## config.mk

```make
export PLATFORM = sky130hd
export DESIGN_NAME = hazard_ctrl
export DESIGN_NICKNAME = d
export VERILOG_FILES = /design/src/rtl/hazard_ctrl.sv
export SDC_FILE = /design/constraint.sdc
export NUM_CORES = 1
export LEC_CHECK = 0
export BUFFER_PORTS_ARGS = -buffer_cell sky130_fd_sc_hd__buf_4
export CORE_MARGIN = 2
export CORE_UTILIZATION = 46
export DETAILED_ROUTE_END_ITERATION = 8
export GPL_ROUTABILITY_DRIVEN = 0
export HOLD_SLACK_MARGIN = 0.08
export PLACE_DENSITY_LB_ADDON = 0.3
export SKIP_LAST_GASP = 1
export SLEW_MARGIN = 0
export SYNTH_ARGS = -nofsm -noshare
export SYNTH_HDL_FRONTEND = slang
export SYNTH_SLANG_ARGS = --single-unit
```

## constraint.sdc

```tcl
create_clock -name clk -period 2.95 [get_ports clk]
set_clock_uncertainty 0.1 [all_clocks]
set_input_delay 0.59 -clock clk [delete_from_list [all_inputs] [get_ports clk]]
set_output_delay 0.59 -clock clk [all_outputs]
set_load 0.02 [all_outputs]
```

## src/rtl/hazard_ctrl.sv

```systemverilog
// Pipeline stall/flush sequencer: load-use and branch hazards, dmem freeze,
// memory-timeout fault and saturating stall/flush performance counters.
module hazard_ctrl #(
    parameter int MEM_TIMEOUT = 255,
    parameter int CNT_W       = 32
) (
    input  logic             clk,
    input  logic             reset_n,
    input  logic [4:0]       id_rs1,
    input  logic [4:0]       id_rs2,
    input  logic             id_uses_rs1,
    input  logic             id_uses_rs2,
    input  logic [4:0]       ex_rd,
    input  logic             ex_mem_read,
    input  logic             ex_branch_taken,
    input  logic             mem_req,
    input  logic             mem_ready,
    output logic             pc_write_en,
    output logic             if_id_write_en,
    output logic             if_id_flush,
    output logic             id_ex_bubble,
    output logic             id_ex_hold,
    output logic             ex_mem_hold,
    output logic             mem_wb_bubble,
    output logic             mem_timeout_err,
    output logic [CNT_W-1:0] stall_cnt,
    output logic [CNT_W-1:0] flush_cnt
);

    typedef enum logic [1:0] {
        RUN      = 2'd0,
        MEM_WAIT = 2'd1,
        FAULT    = 2'd2
    } state_t;

    localparam logic [15:0] TIMEOUT_VAL = 16'(MEM_TIMEOUT);

    state_t           state_reg;
    logic [15:0]      wait_cnt_reg;
    logic             err_reg;
    logic [CNT_W-1:0] stall_cnt_reg;
    logic [CNT_W-1:0] flush_cnt_reg;

    logic             mem_waiting;
    logic             freeze;
    logic             branch;
    logic             load_use_hit;
    logic             load_use;

    assign mem_waiting  = mem_req && !mem_ready;
    assign freeze       = (state_reg == FAULT) || mem_waiting;
    assign branch       = !freeze && ex_branch_taken;
    assign load_use_hit = ex_mem_read && (ex_rd != 5'd0) &&
                          ((id_uses_rs1 && (id_rs1 == ex_rd)) ||
                           (id_uses_rs2 && (id_rs2 == ex_rd)));
    // A taken branch squashes the ID instruction, so its hazard is moot.
    assign load_use     = !freeze && !branch && load_use_hit;

    always_comb begin
        pc_write_en    = 1'b1;
        if_id_write_en = 1'b1;
        if_id_flush    = 1'b0;
        id_ex_bubble   = 1'b0;
        id_ex_hold     = 1'b0;
        ex_mem_hold    = 1'b0;
        mem_wb_bubble  = 1'b0;
        if (!reset_n) begin
            pc_write_en    = 1'b0;
            if_id_write_en = 1'b0;
            if_id_flush    = 1'b1;
            id_ex_bubble   = 1'b1;
            mem_wb_bubble  = 1'b1;
        end else if (freeze) begin
            pc_write_en    = 1'b0;
            if_id_write_en = 1'b0;
            id_ex_hold     = 1'b1;
            ex_mem_hold    = 1'b1;
            mem_wb_bubble  = 1'b1;
        end else if (branch) begin
            if_id_flush    = 1'b1;
            id_ex_bubble   = 1'b1;
        end else if (load_use) begin
            pc_write_en    = 1'b0;
            if_id_write_en = 1'b0;
            id_ex_bubble   = 1'b1;
        end
    end

    always_ff @(posedge clk) begin
        if (!reset_n) begin
            state_reg     <= RUN;
            wait_cnt_reg  <= 16'd0;
            err_reg       <= 1'b0;
            stall_cnt_reg <= '0;
            flush_cnt_reg <= '0;
        end else begin
            if (!pc_write_en && (stall_cnt_reg != {CNT_W{1'b1}}))
                stall_cnt_reg <= stall_cnt_reg + 1'b1;
            if (branch && (flush_cnt_reg != {CNT_W{1'b1}}))
                flush_cnt_reg <= flush_cnt_reg + 1'b1;

            case (state_reg)
                RUN: begin
                    if (mem_waiting) begin
                        state_reg    <= MEM_WAIT;
                        wait_cnt_reg <= 16'd1;
                    end
                end
                MEM_WAIT: begin
                    if (!mem_waiting) begin
                        state_reg    <= RUN;
                        wait_cnt_reg <= 16'd0;
                    end else if (wait_cnt_reg == TIMEOUT_VAL) begin
                        state_reg <= FAULT;
                        err_reg   <= 1'b1;
                    end else begin
                        wait_cnt_reg <= wait_cnt_reg + 16'd1;
                    end
                end
                FAULT: begin
                    state_reg <= FAULT;
                end
                default: begin
                    state_reg    <= RUN;
                    wait_cnt_reg <= 16'd0;
                end
            endcase
        end
    end

    assign mem_timeout_err = err_reg;
    assign stall_cnt       = stall_cnt_reg;
    assign flush_cnt       = flush_cnt_reg;

endmodule
```

==> results.rst <==
.. list-table::
   :header-rows: 1

   * - Metric
     - Value
   * - Share of cells above drive strength 1
     - 0.218
   * - # rows
     - 36
   * - Count of max-cap constraint violations
     - 0
   * - Setup-violating endpoint count in the final report
     - 0
   * - Number of DRC markers in iteration 0
     - 181
   * - Period utilization
     - 0.921
   * - Number of inserted filler cells in the final layout
     - 910
   * - Proportion of netlist area held by the largest area contributor
     - 0.370
   * - Via count of the first global-routing pass
     - 3867
   * - Total DRC errors in the routed layout
     - 0
   * - Static Leakage
     - 0.00192 uW
   * - RSZ-0062 raised after global routing
     - false
   * - Number of H-tree levels
     - 3
   * - Cell Pwr Density
     - 392 nW/um^2
   * - Horizontal die dimension
     - 103 um
   * - First-pass GRT wire length
     - 18100 um
   * - Post-synthesis sequential element count
     - 83
   * - Biggest cell delay along the critical path
     - 510 ps
   * - Mean post-synth cell area
     - 8.38 um^2
   * - Number of buffers added to fix hold violations after cts
     - 0
   * - WL/cell
     - 14.7 um
   * - Headroom to the max-slew limit
     - 0.611
   * - Seq/Total Area, Yosys
     - 0.370
   * - Synth top area cells
     - sky130_fd_sc_hd__dfxtp_1, sky130_fd_sc_hd__xnor2_1, sky130_fd_sc_hd__nand2_1
   * - Capturing element type of the critical path
     - primary output
   * - Post-CTS Repair Setup Buffers
     - 0
   * - Maximum number of pins on one net before global-route repair
     - 53
   * - Pre-CTS setup slack
     - 161 ps
   * - Worst Path Class, Setup
     - in -> out
   * - Final slew viol count
     - 0
   * - CTS Buffer Depth
     - 2
   * - Final layout net count
     - 645
   * - Ant. Diodes
     - 0
   * - EDFF count, synth
     - 0
   * - Synth area leader
     - sky130_fd_sc_hd__dfxtp_1
   * - Slew at the pin closest to its max-slew limit
     - 584 ps
   * - Number of gates given a new drive strength after cts
     - 0
   * - Nature of the critical path startpoint
     - primary input
   * - Post-synthesis cell type count
     - 53
   * - Final wirelength
     - 11200 um
   * - Total of buffers placed on input and output ports
     - 94
   * - Root Driver
     - sky130_fd_sc_hd__clkbuf_8
   * - Die extent in y
     - 103 um
   * - Clock transition at the registers of the reported paths
     - 80 ps
   * - Fmax
     - 0.368 GHz
   * - Number of warnings printed during yosys synthesis
     - 0
   * - Core area
     - 9640 um^2
   * - Dominant cell by count in the synthesized netlist
     - sky130_fd_sc_hd__dfxtp_1
   * - Hold Worst Slack
     - 386 ps
   * - Final std cells w/o fill
     - 757
   * - Count of TritonRoute iterations in the first routing pass
     - 5
   * - Worst-path cell chain
     - buf_4 -> or4_1 -> nor2_1 -> and4bb_4 -> a21oi_4 -> buf_4
   * - Util after Layout
     - 0.567
   * - TritonCTS Sinks
     - 83
   * - Number of antenna violations at the first check in global routing
     - 0
   * - Cell occurring most often along the worst timing path
     - sky130_fd_sc_hd__buf_4
   * - Placed Instances
     - 741
   * - Global-route usage over all layers
     - 0.211
   * - Mapped Nets
     - 561
   * - CP delay by family, top
     - simple AND/OR/NAND/NOR gates
   * - Die Area
     - 10600 um^2
   * - Average vias per placed instance
     - 5.58
   * - Asr flop ratio synth
     - 0
   * - Number of nets with antenna violations after routing
     - 0
   * - Commonest cells in the netlist
     - sky130_fd_sc_hd__dfxtp_1, sky130_fd_sc_hd__nand2_1, sky130_fd_sc_hd__nor2_1
   * - Crit path buffers/inverters
     - 2
   * - Clock period minus worst slack
     - 2720 ps
   * - Global route overflow
     - 0
   * - Final hold viol count
     - 0
   * - HPWL after detailed placement
     - 7960 um
   * - TritonCTS clock tree
     - done
   * - Status
     - finished, final reports clean
   * - Setup Total Neg Slack
     - 0 ps
   * - Netlist area before placement
     - 4490 um^2
   * - Boundary pin count
     - 95
   * - Maximum resistive drop on vdd
     - 0.000284 V
   * - Detailed-route via count
     - 4226
   * - Instance count of the mapped netlist
     - 535
   * - Ys flop type
     - sky130_fd_sc_hd__dfxtp_1
   * - Worst endpoint required time
     - 2260 ps
   * - Class of the tightest hold or removal check
     - reg -> reg
   * - Critical Path Fanout Max
     - 6
   * - Crit path max-delay cell type
     - sky130_fd_sc_hd__or4_1
   * - Crit path setup slack, layout
     - 234 ps
   * - Effective utilization at floorplan
     - 0.465
   * - Number of buffers created by CTS
     - 9
   * - Worst EP arrival
     - 2030 ps
   * - Area delta synth->final
     - 21.8%
   * - Clock insertion delay at the later pin of the skew report
     - 340 ps
## tightest hold or removal path: cells and delay by family, from the launching register on
kind,cells,cell delay [ps]
flops,1,330
mux,1,50
simple gates,1,60
## power by group
group          internal [uW]  leakage [uW]  switching [uW]
combinational           70.8       0.00116            96.7
clock                    418     0.0000922             420
sequential              1130      0.000669            11.7
## cell usage in the layout (no fill, tap or decap), drive strengths merged, types with 3 or more instances in the layout
cell,n
a21oi,28
dfxtp,83
and2,3
nor3b,4
or4,19
nor2,54
nand2,56
nor4,25
mux2i,14
o41ai,3
nand3,23
nor4b,4
ha,3
o31ai,19
nor3,17
o21ai,6
or3b,3
clkinvlp,3
clkbuf,11
and3,7
nand4,21
nand2b,18
xor2,5
inv,10
or3,7
o311ai,3
buf,105
and4,9
xnor2,41
## per-stage QoR
| stage | cell area (um^2) | power (uW) |
|---|---|---|
| after floorplan | 4490 | 1270 |
| after global placement | 5260 | 1330 |
| after detailed placement | 5260 | 1330 |
| after CTS | 5470 | 2170 |
| after global routing | 5470 | 2230 |
| final | 5470 | 2140 |
## final cells by class
type / instances / area, um^2 / share of cell area
clock buffer: 11 / 141 / 0.0259
multi-input combinational: 411 / 2610 / 0.478
inverter: 9 / 33.8 / 0.00618
clock inverter: 5 / 61.3 / 0.0112
tap: 133 / 166 / 0.0304
timing repair buffer: 105 / 788 / 0.144
sequential: 83 / 1660 / 0.304
## path summary, 6_finish.rpt
path | from | end | slack [ps] | depth (start not counted)
setup / recovery | ex_rd[1] | if_id_write_en | 230 | 6
hold / removal | flush_cnt[29] | flush_cnt[29] | 390 | 2
setup reg to reg | flush_cnt[17] | flush_cnt[27] | 430 | 6
hold reg to reg | flush_cnt[29] | flush_cnt[29] | 390 | 2
## cell families (layout without fill, tap and decap cells)
group	Yosys count	count (layout)	share of synthesized area
XOR/XNOR	46	46	0.0898
adder cells (fa/ha/maj)	3	3	0.00837
flip-flops	83	83	0.370
multiplexers	14	14	0.0312
AO/OA/AOI/OAI	71	71	0.105
AND/OR/NAND/NOR	277	277	0.348
buffers and inverters	41	130	0.0471
## metal layers
layer	up-vias	routed length (um)	GRT usage
li1	2107	-	-
met1	2012	5010	0.275
met2	97	5540	0.366
met3	10	509	0.0312
met4	0	103	0.0567
met5	-	0	0
Note: power is estimated with default switching activity, not from simulation.
